<file path="config.mk">
export PLATFORM = sky130hd
export DESIGN_NAME = bus_arbiter
export DESIGN_NICKNAME = d
export VERILOG_FILES = /design/src/rtl/bus_arbiter.sv
export SDC_FILE = /design/constraint.sdc
export NUM_CORES = 1
export LEC_CHECK = 0
export BUFFER_PORTS_ARGS = -buffer_cell sky130_fd_sc_hd__buf_4
export CORE_MARGIN = 5
export CORE_UTILIZATION = 49
export CTS_CLUSTER_SIZE = 40
export DETAILED_ROUTE_END_ITERATION = 6
export GPL_TIMING_DRIVEN = 1
export PLACE_DENSITY = 0.92
export SLEW_MARGIN = 20
export SYNTH_ARGS = -nofsm -noshare
export SYNTH_HDL_FRONTEND = slang
export SYNTH_SLANG_ARGS = --single-unit
</file>
<file path="constraint.sdc">
create_clock -name clk -period 11 [get_ports clk]
set_clock_uncertainty 0.05 [all_clocks]
set_input_delay 1.65 -clock clk [delete_from_list [all_inputs] [get_ports clk]]
set_output_delay 1.65 -clock clk [all_outputs]
set_load 0.05 [all_outputs]
</file>
<file path="src/rtl/bus_arbiter.sv">
// ============================================================================
// bus_arbiter : shares one bus port between fetch (F) and load/store (LS),
//               alternating priority on contention, with transaction timeout.
// Rev 1.0
// ============================================================================
`default_nettype none

module bus_arbiter #(
  parameter int AW      = 32,
  parameter int DW      = 32,
  parameter int TIMEOUT = 16
) (
  input  logic          clk,
  input  logic          rst,
  input  logic          req_f,
  input  logic [AW-1:0] addr_f,
  input  logic          req_ls,
  input  logic          we_ls,
  input  logic [AW-1:0] addr_ls,
  input  logic [DW-1:0] wdata_ls,
  output logic          gnt_f,
  output logic          gnt_ls,
  output logic          done_f,
  output logic          done_ls,
  output logic [DW-1:0] rdata,
  output logic          err,
  output logic          bus_cs,
  output logic          bus_we,
  output logic [AW-1:0] bus_addr,
  output logic [DW-1:0] bus_wdata,
  input  logic [DW-1:0] bus_rdata,
  input  logic          ready_bus
);

  localparam int TW = $clog2(TIMEOUT + 1);
  localparam logic [TW-1:0] TIMER_MAX  = TW'(TIMEOUT);
  localparam logic [TW-1:0] TIMER_LAST = TW'(TIMEOUT - 1);

  typedef enum logic [1:0] {
    ST_IDLE = 2'd0,
    ST_BUSY = 2'd1,
    ST_GAP  = 2'd2
  } state_t;

  state_t        state_q, state_d;
  logic          owner_ls_q, owner_ls_d;
  logic          last_ls_q, last_ls_d;
  logic [TW-1:0] timer_q, timer_d;
  logic          gnt_f_q, gnt_f_d;
  logic          gnt_ls_q, gnt_ls_d;
  logic          done_f_q, done_f_d;
  logic          done_ls_q, done_ls_d;
  logic [DW-1:0] rdata_q, rdata_d;
  logic          err_q, err_d;
  logic          bus_cs_q, bus_cs_d;
  logic          bus_we_q, bus_we_d;
  logic [AW-1:0] bus_addr_q, bus_addr_d;
  logic [DW-1:0] bus_wdata_q, bus_wdata_d;

  // LS wins when it is the sole requester, or on a tie when F went last.
  logic win_ls;
  assign win_ls = req_ls & (~req_f | ~last_ls_q);

  always_comb begin
    state_d     = state_q;
    owner_ls_d  = owner_ls_q;
    last_ls_d   = last_ls_q;
    timer_d     = timer_q;
    gnt_f_d     = gnt_f_q;
    gnt_ls_d    = gnt_ls_q;
    done_f_d    = 1'b0;
    done_ls_d   = 1'b0;
    err_d       = 1'b0;
    rdata_d     = rdata_q;
    bus_cs_d    = bus_cs_q;
    bus_we_d    = bus_we_q;
    bus_addr_d  = bus_addr_q;
    bus_wdata_d = bus_wdata_q;

    case (state_q)
      ST_IDLE: begin
        if (req_f | req_ls) begin
          owner_ls_d  = win_ls;
          last_ls_d   = win_ls;
          timer_d     = '0;
          gnt_f_d     = ~win_ls;
          gnt_ls_d    = win_ls;
          bus_cs_d    = 1'b1;
          bus_we_d    = win_ls & we_ls;
          bus_addr_d  = win_ls ? addr_ls : addr_f;
          bus_wdata_d = win_ls ? wdata_ls : '0;
          state_d     = ST_BUSY;
        end
      end

      ST_BUSY: begin
        if (timer_q != TIMER_MAX) begin
          timer_d = timer_q + TW'(1);
        end
        if (ready_bus || (timer_q == TIMER_LAST)) begin
          // A bus answer on the limit edge counts as normal completion.
          rdata_d   = (ready_bus && !bus_we_q) ? bus_rdata : '0;
          err_d     = ~ready_bus;
          done_f_d  = ~owner_ls_q;
          done_ls_d = owner_ls_q;
          gnt_f_d   = 1'b0;
          gnt_ls_d  = 1'b0;
          bus_cs_d  = 1'b0;
          state_d   = ST_GAP;
        end
      end

      ST_GAP: begin
        state_d = ST_IDLE;
      end

      default: begin
        state_d  = ST_IDLE;
        gnt_f_d  = 1'b0;
        gnt_ls_d = 1'b0;
        bus_cs_d = 1'b0;
      end
    endcase
  end

  always_ff @(posedge clk or posedge rst) begin
    if (rst) begin
      state_q     <= ST_IDLE;
      owner_ls_q  <= 1'b0;
      last_ls_q   <= 1'b1;
      timer_q     <= '0;
      gnt_f_q     <= 1'b0;
      gnt_ls_q    <= 1'b0;
      done_f_q    <= 1'b0;
      done_ls_q   <= 1'b0;
      rdata_q     <= '0;
      err_q       <= 1'b0;
      bus_cs_q    <= 1'b0;
      bus_we_q    <= 1'b0;
      bus_addr_q  <= '0;
      bus_wdata_q <= '0;
    end else begin
      state_q     <= state_d;
      owner_ls_q  <= owner_ls_d;
      last_ls_q   <= last_ls_d;
      timer_q     <= timer_d;
      gnt_f_q     <= gnt_f_d;
      gnt_ls_q    <= gnt_ls_d;
      done_f_q    <= done_f_d;
      done_ls_q   <= done_ls_d;
      rdata_q     <= rdata_d;
      err_q       <= err_d;
      bus_cs_q    <= bus_cs_d;
      bus_we_q    <= bus_we_d;
      bus_addr_q  <= bus_addr_d;
      bus_wdata_q <= bus_wdata_d;
    end
  end

  assign gnt_f     = gnt_f_q;
  assign gnt_ls    = gnt_ls_q;
  assign done_f    = done_f_q;
  assign done_ls   = done_ls_q;
  assign rdata     = rdata_q;
  assign err       = err_q;
  assign bus_cs    = bus_cs_q;
  assign bus_we    = bus_we_q;
  assign bus_addr  = bus_addr_q;
  assign bus_wdata = bus_wdata_q;

endmodule

`default_nettype wire

</file>
# [Yosys cells after proc, flatten, opt, wreduce, memory -nomap -nowiden]
# Cells that the tools add are included.
[totals] reg_bits=112 inputBits=134 elab_cells=64
[op_classes] add_sub_neg=1 eq_ne=7 mux=22 bitwise=10 n_reduce_logical=10
[op_table] operator="two-way mux 32 bit" n=3
[op_table] operator="two-way mux 1 bit" n=10
[op_table] operator="two-way mux 5 bit" n=2
[op_table] operator="one-hot mux 5 bit (2 select lines)" n=1
[op_table] operator="one-hot mux 1 bit (3 select lines)" n=3
[op_table] operator="inequality test 2 bit (second input constant)" n=3
[op_table] operator="NOT 1 bit" n=6
[op_table] operator="AND reduction 2 bit" n=3
[op_table] operator="AND reduction 3 bit" n=2
[op_table] operator="adder 5 x 1 -> 5 bit (second input constant)" n=1
[op_table] operator="== test 5 x 4 -> 1 bit (second input constant)" n=1
[op_table] operator="inequality test 5 bit (second input constant)" n=1
[op_table] operator="two-way mux 2 bit" n=2
[op_table] operator="one-hot mux 2 bit (2 select lines)" n=1
[op_table] operator="bitwise AND 1 bit" n=2
[op_table] operator="== test 2 x 1 -> 1 bit (second input constant)" n=1
[op_table] operator="== test 2 bit (second input constant)" n=1
[op_table] operator="zero test 2 bit" n=1
[op_table] operator="bitwise OR 1 bit" n=2
[op_table] operator="nonzero test 2 bit" n=1
[op_table] operator="logical AND 1 bit" n=1
[op_table] operator="zero test 1 bit" n=1
[op_table] operator="logical OR 1 bit" n=1

# [Longest topological paths before layout]
# Gate-level depths: netlist (run 1).
[logic_depth] word_depth=6 mapped_depth=8 mapped_depth_nobuf=7

# [Worst setup path after synthesis (run 1)]
# Ideal clock, no wire load.
[synth_path] kind="input port to flip-flop" start="input req_ls" end="register bus_wdata_q[10] (netlist: bus_wdata[10])" arrival_ps=2485 t_required_ps=10829 slack_ps=8345 stages=6 path_buffers=3 cell_sequence="a21boi_2 > buf_6 > and2_4 > buf_6 > buf_6 > a22o_1"
[synth_between] elab_chain_len=2
[synth_rtl] item="start, declared" line_no="17" source="input logic req_ls,"
[synth_rtl] item="bitwise AND 1 bit or bitwise OR 1 bit (tied branches)" line_no="62, 82"
[synth_rtl] item="two-way mux 32 bit or AND reduction 2 bit (tied branches)"
[synth_rtl] item="end signal, assigned" line_no="156" source="bus_wdata_q <= bus_wdata_d;"
[synth_rtl] item="end, declared" line_no="58" source="logic [DW-1:0] bus_wdata_q, bus_wdata_d;"
# Parallel ways exist; a longest one is shown, timed or not.
# A chain may end at the register's enable or synchronous reset.

# [Final worst setup path (run 1)]
[layout_path] start="input req_f" end="register timer_q[4]"
[layout_between] elab_chain_len=3
[layout_rtl] item="start, declared" line_no="15" source="input logic req_f,"
[layout_rtl] item="bitwise OR 1 bit" line_no="82" source="if (req_f | req_ls) begin"
[layout_rtl] item="inequality test 2 bit (no source line)"
[layout_rtl] item="AND reduction 3 bit (no source line)"
[layout_rtl] item="end signal, assigned" line_no="146" source="timer_q <= timer_d;"
[layout_rtl] item="end, declared" line_no="48" source="logic [TW-1:0] timer_q, timer_d;"
# No other way between the ends.

==> results of run 1 <==
-- state kept, by name (all words and copies together) (netlist names) --
name	cells
bus_addr	32
bus_wdata	32
rdata	32
timer_q	5
state_q	2
bus_cs	1
bus_we	1
done_f	1
done_ls	1
err	1
gnt_f	1
gnt_ls	1
last_ls_q	1
owner_ls_q	1
-- how the worst max path moves through the flow --
stage	startpoint	to	slack [ns]
3_3_place_gp	req_f	timer_q[4]	7.62
2_1_floorplan	rst	bus_addr[0]	6.34
6_report	req_f	timer_q[4]	7.89
3_5_place_dp	req_f	timer_q[4]	7.52
5_1_grt	req_f	timer_q[4]	7.77
4_1_cts	req_f	timer_q[4]	7.91
-- power breakdown --
group / total, mW / switching [mW] / leakage (nW) / internal [mW]
Sequential: 0.724 / 0.120 / 1.44 / 0.604
Combinational: 1.36 / 0.956 / 1.91 / 0.402
Clock: 0.232 / 0.145 / 0.0940 / 0.0874
Total: 2.31 / 1.22 / 3.44 / 1.09
-- kinds of logic after synthesis --
logic type,synth area share (%)
flops,60.26
fa+ha+maj,0.8068
mux,7.556
simple gates,10.70
buf+inv,5.190
compound gates,15.49
-- placed cells by master, fill, tap and decap left out, types with 4 or more instances in the layout --
cell	Yosys	final
buf_4	2	240
dfrtp_1	111	111
nand2_1	102	102
o21ai_0	54	54
mux2i_1	34	34
a22o_1	33	33
o21ai_1	14	13
clkbuf_8	0	9
inv_1	5	4
-- critical path, delay by kind of cell --
family	cells	cell delay, ns
multiplexers	1	0.34
AND/OR/NAND/NOR	1	0.31
AO/OA/AOI/OAI	1	0.13
buffers and inverters	2	0.86
-- stage by stage --
stage | worst slack (ns) | std cells
2_1_floorplan | 6.343 | 418
5_1_grt | 7.766 | 773
4_1_cts | 7.912 | 773
3_3_place_gp | 7.623 | 757
6_report | 7.890 | 773
3_5_place_dp | 7.524 | 757
-- cell type report --
class | instances | area [um2]
sequential | 112 | 2804
tap | 129 | 161.4
clock inverter | 7 | 61.31
fill | 646 | 2625
clock buffer | 9 | 123.9
timing repair buffer | 240 | 1802
inverter | 5 | 21.27
multi-input combinational | 271 | 1642
-- per-layer routing --
layer	vias to the layer above	wire [um]	share of wire [%]	track usage, %
met5	-	0	0	0
met4	0	307	2.4	6.312
met3	24	1220	9.7	7.499
met2	177	6209	50	36.86
met1	1833	4795	38	25.54
li1	1869	-	-	-
==> results.json, run 1 <==
{
  "critPathSlowestCell": "buf_4",
  "cts_setup_buffers": 0,
  "hold_start": "owner_ls_q",
  "yosysSeqAreaShare_pct": 60.26,
  "critPathMaxStageDelay_ns": 0.72,
  "p_per_area_nw_per_um2": 349.8,
  "dp_hpwl_mm": 9.403,
  "synthTopCellsByArea": "dfrtp_1 (60%), nand2_1 (8.2%), mux2i_1 (7.3%)",
  "crit_type": "input port to register",
  "synth_common_cells": "dfrtp_1 (111), nand2_1 (102), o21ai_0 (54), mux2i_1 (34), a22o_1 (33)",
  "outcome": "completed",
  "whs_endpoint": "done_f",
  "yosys_warnings": 0,
  "yosysMostFrequentCell": "dfrtp_1",
  "fin_nets": 776,
  "drt-total-wl_mm": 12.53,
  "chipHeight_um": 107.5,
  "cp.arrival_ns": 3.31,
  "finalHoldViolCount": 0,
  "ios": 237,
  "grt_max_degree": 108,
  "ys.flop_type": "dfrtp_1",
  "fin_area_um2": 6615,
  "dieWidth_um": 107.5,
  "vias": 3903,
  "r2r_start": "state_q[1]",
  "fin_crit_sh_pct": 28.27,
  "cts_buffers": 9,
  "leakagePower_nw": 3.441,
  "endpoint_kind": "register",
  "worstPathRequired_ns": 11.20,
  "overflow": 0,
  "tightestPinTransition_ns": 0.9501,
  "portBuffers": 236,
  "avgRoutedWirePerCell_um": 16.21,
  "synth_top_area_cell": "dfrtp_1",
  "cp-start-kind": "input port",
  "drive_gt1_share_pct": 41.46,
  "synthesis.area_um2": 4653,
  "slew_headroom_pct": 36.66,
  "grt_pass1_vias": 4037,
  "floorplan.initialDensity_pct": 50.36,
  "clk_pin_slew_ns": 0.10,
  "globalRouteTotalUtil_pct": 21.49,
  "ys_seq_elements": 112,
  "timing.fmax_mhz": 321.6,
  "async_flop_share_pct": 100.0,
  "area_growth_syn_to_layout_pct": 42.16,
  "synth-edff-count": 0,
  "syn_nets": 555,
  "antenna_found_initial": 0,
  "fin_setup_tns_ns": 0,
  "r2r-end": "timer_q[4]",
  "drt_first_iter_violations": 181,
  "rsz0062_at_grt": "no",
  "clkSinkCount": 112,
  "antenna_cells": 0,
  "hold_path_class": "register to register",
  "synth.avg_cell_area_um2": 11.13,
  "place_area_um2": 6425,
  "synth_top_area_share_pct": 59.69,
  "hold_depth": 1,
  "cap_violations": 0,
  "whs_ns": 0.4250,
  "synth_cell_types": 34,
  "drv_slew": 0,
  "ir_drop_v": 0.0002968,
  "cts_root_buf": "clkbuf_8",
  "cts_hold_buf": 0,
  "worstRegToRegCells": 5,
  "drcViolationCount": 0,
  "vias_per_cell": 5.049,
  "cts_tree": "yes",
  "setup_viol": 0,
  "synthCells": 418,
  "drt_pass1_iterations": 4,
  "dieArea_um2": 11550,
  "final_util_pct": 71.59,
  "crit_chain": "buf_4, o21ai_4, buf_4, nand2_1, mux2_2",
  "cp_common_cell": "buf_4",
  "ant_nets": 0,
  "power_mw": 2.314,
  "clk_latency_ns": 0.36,
  "fp-row-count": 35,
  "clockBufferDepth": 2,
  "cts-resized-gates": 0,
  "cts-htree-levels": 3,
  "layout_min_cycle_time_ns": 3.110,
  "grt_pass1_wl_mm": 19.77,
  "fp.coreArea_um2": 9240,
  "gp_congestion": 0.7343,
  "reg2reg_slack_ns": 8.80,
  "cp_max_fo": 107
}
Power figures use the tool's default switching activity.
==> run 2, diff against run 1 <==
--- a/config.mk
+++ b/config.mk
@@ -7,11 +7,11 @@
 export LEC_CHECK = 0
 export BUFFER_PORTS_ARGS = -buffer_cell sky130_fd_sc_hd__buf_4
 export CORE_MARGIN = 5
-export CORE_UTILIZATION = 49
+export CORE_UTILIZATION = 46
 export CTS_CLUSTER_SIZE = 40
 export DETAILED_ROUTE_END_ITERATION = 6
 export GPL_TIMING_DRIVEN = 1
-export PLACE_DENSITY = 0.92
+export PLACE_DENSITY = 0.88
 export SLEW_MARGIN = 20
 export SYNTH_ARGS = -nofsm -noshare
 export SYNTH_HDL_FRONTEND = slang
==> constraint.sdc (replaced) <==
create_clock -name clk -period 2.94 [get_ports clk]
set_clock_uncertainty 0.05 [all_clocks]
set_input_delay 0.441 -clock clk [delete_from_list [all_inputs] [get_ports clk]]
set_output_delay 0.441 -clock clk [all_outputs]
set_load 0.05 [all_outputs]
==> results.json, run 2 (synthesized netlist as in run 1, its figures left out) <==
{
  "outcome": "completed",
  "fin_setup_tns_ns": 0,
  "cts_hold_buf": 0,
  "timing.fmax_mhz": 453.7,
  "drcViolationCount": 0,
  "drive_gt1_share_pct": 41.67,
  "drv_slew": 0,
  "final_cell_mix": "buf_4 (242), dfrtp_1 (111), nand2_1 (102)",
  "cts_root_buf": "clkbuf_8",
  "setup_viol": 0,
  "grt_max_degree": 70,
  "critPathCapture": "done_ls",
  "regArea_um2": 2804,
  "chipHeight_um": 110.6,
  "worstPathRequired_ns": 3.16,
  "fp.coreArea_um2": 9819,
  "drt_pass1_iterations": 4,
  "rsz0062_at_grt": "no",
  "reg2reg_slack_ns": 0.74,
  "globalRouteTotalUtil_pct": 21.02,
  "clk_latency_ns": 0.36,
  "gp_congestion": 0.9011,
  "cts_tree": "yes",
  "clk_pin_slew_ns": 0.11,
  "final_common_cell": "buf_4",
  "clockBufferDepth": 2,
  "vias": 3878,
  "cts_setup_buffers": 0,
  "cts-htree-levels": 3,
  "multi_input_area_um2": 1637,
  "dieArea_um2": 12230,
  "leakagePower_nw": 3.457,
  "endpoint_kind": "register",
  "r2r_start": "timer_q[0]",
  "overflow": 0,
  "cts-resized-gates": 0,
  "grt_pass1_vias": 4013,
  "final.setup.worst_slack_ns": 0.7360,
  "drt-total-wl_mm": 13.05,
  "dp.cells": 765,
  "finalHoldViolCount": 0,
  "fin_cells": 781,
  "r2r-end": "done_ls",
  "antenna_found_initial": 0,
  "dieWidth_um": 110.6,
  "grt_pass1_wl_mm": 21.02,
  "cp.arrival_ns": 2.42,
  "area_growth_syn_to_layout_pct": 43.26,
  "vias_per_cell": 4.965,
  "ios": 237,
  "cap_violations": 0,
  "pre_cts_ws_ns": 0.7814,
  "dp_hpwl_mm": 10.10,
  "fillCellCount": 706,
  "cp-start-kind": "register",
  "slew_headroom_pct": 56.62,
  "floorplan.initialDensity_pct": 47.39,
  "layout_min_cycle_time_ns": 2.204,
  "ant_nets": 0,
  "hold_path_class": "input port to async pin",
  "clkSinkCount": 112,
  "fp-row-count": 36,
  "ir_drop_v": 0.0007887,
  "fin_crit_sh_pct": 74.97,
  "drt_first_iter_violations": 266,
  "p_per_area_nw_per_um2": 1300,
  "cp_max_fo": 66,
  "worstRegToRegCells": 7,
  "portBuffers": 236,
  "avgRoutedWirePerCell_um": 16.70,
  "tightestPinTransition_ns": 0.6490,
  "startpoint": "timer_q[0]",
  "antenna_cells": 0,
  "fin_nets": 780,
  "cts_buffers": 9,
  "crit_type": "register to register"
}
-- run 2: changes by cell type in the layout (fill, tap and decap cells not counted), sizes merged --
cell and delta:
buf +4, inv -3, clkbuf +2, clkinvlp +1
-- run 2: layer usage --
layer	GRT usage [%]	vias up	share of wire, %	routed length [um]
met5	0	-	0	0
met4	6.979	0	2.1	269
met3	6.455	22	7.6	991
met2	35.48	166	50	6563
met1	25.68	1813	40	5222
li1	-	1877	-	-
-- run 2: report_power, final --
group / total, mW / leakage (nW) / switching, mW / internal [mW]
clock: 0.849 / 0.0903 / 0.510 / 0.339
combinational: 5.10 / 1.93 / 3.58 / 1.52
sequential: 2.72 / 1.44 / 0.457 / 2.26
-- run 2: metrics by stage --
stage          hold WS [ns]  power, mW  cell area [um2]  utilization (%)
6_report            0.08361      8.669             6666            67.89
4_1_cts             0.08892      8.741             6666            67.89
3_5_place_dp         0.4192      7.883             6486            66.05
5_1_grt              0.1292      9.104             6666            67.89
3_3_place_gp         0.3956      7.738             6486            66.05
2_1_floorplan        0.3656      6.261             4657                -
-- run 2: final cells by class --
| type | instances | share of cell area [%] |
|---|---|---|
| Sequential cell | 112 | 42.06 |
| Timing Repair Buffer | 244 | 27.85 |
| Multi-Input combinational cell | 271 | 24.55 |
| Tap cell | 133 | 2.496 |
| Clock buffer | 11 | 2.121 |
| Clock inverter | 5 | 0.5818 |
| Inverter | 5 | 0.3378 |
-- run 2: critical path, cell delays in order, from the launching register on --
cell,delay [ns]
dfrtp_1,0.43
ha_1,0.25
and3_1,0.19
ha_1,0.24
o21ai_4,0.13
buf_4,0.46
inv_1,0.13
and2_1,0.20
-- run 2: worst min path at each step --
stage | endpoint | depth (start not counted)
floorplan | done_f | 1
global placement | done_f | 1
detailed placement | done_f | 1
CTS | bus_wdata[23] | 2
global route | bus_wdata[3] | 2
finish | bus_we | 2
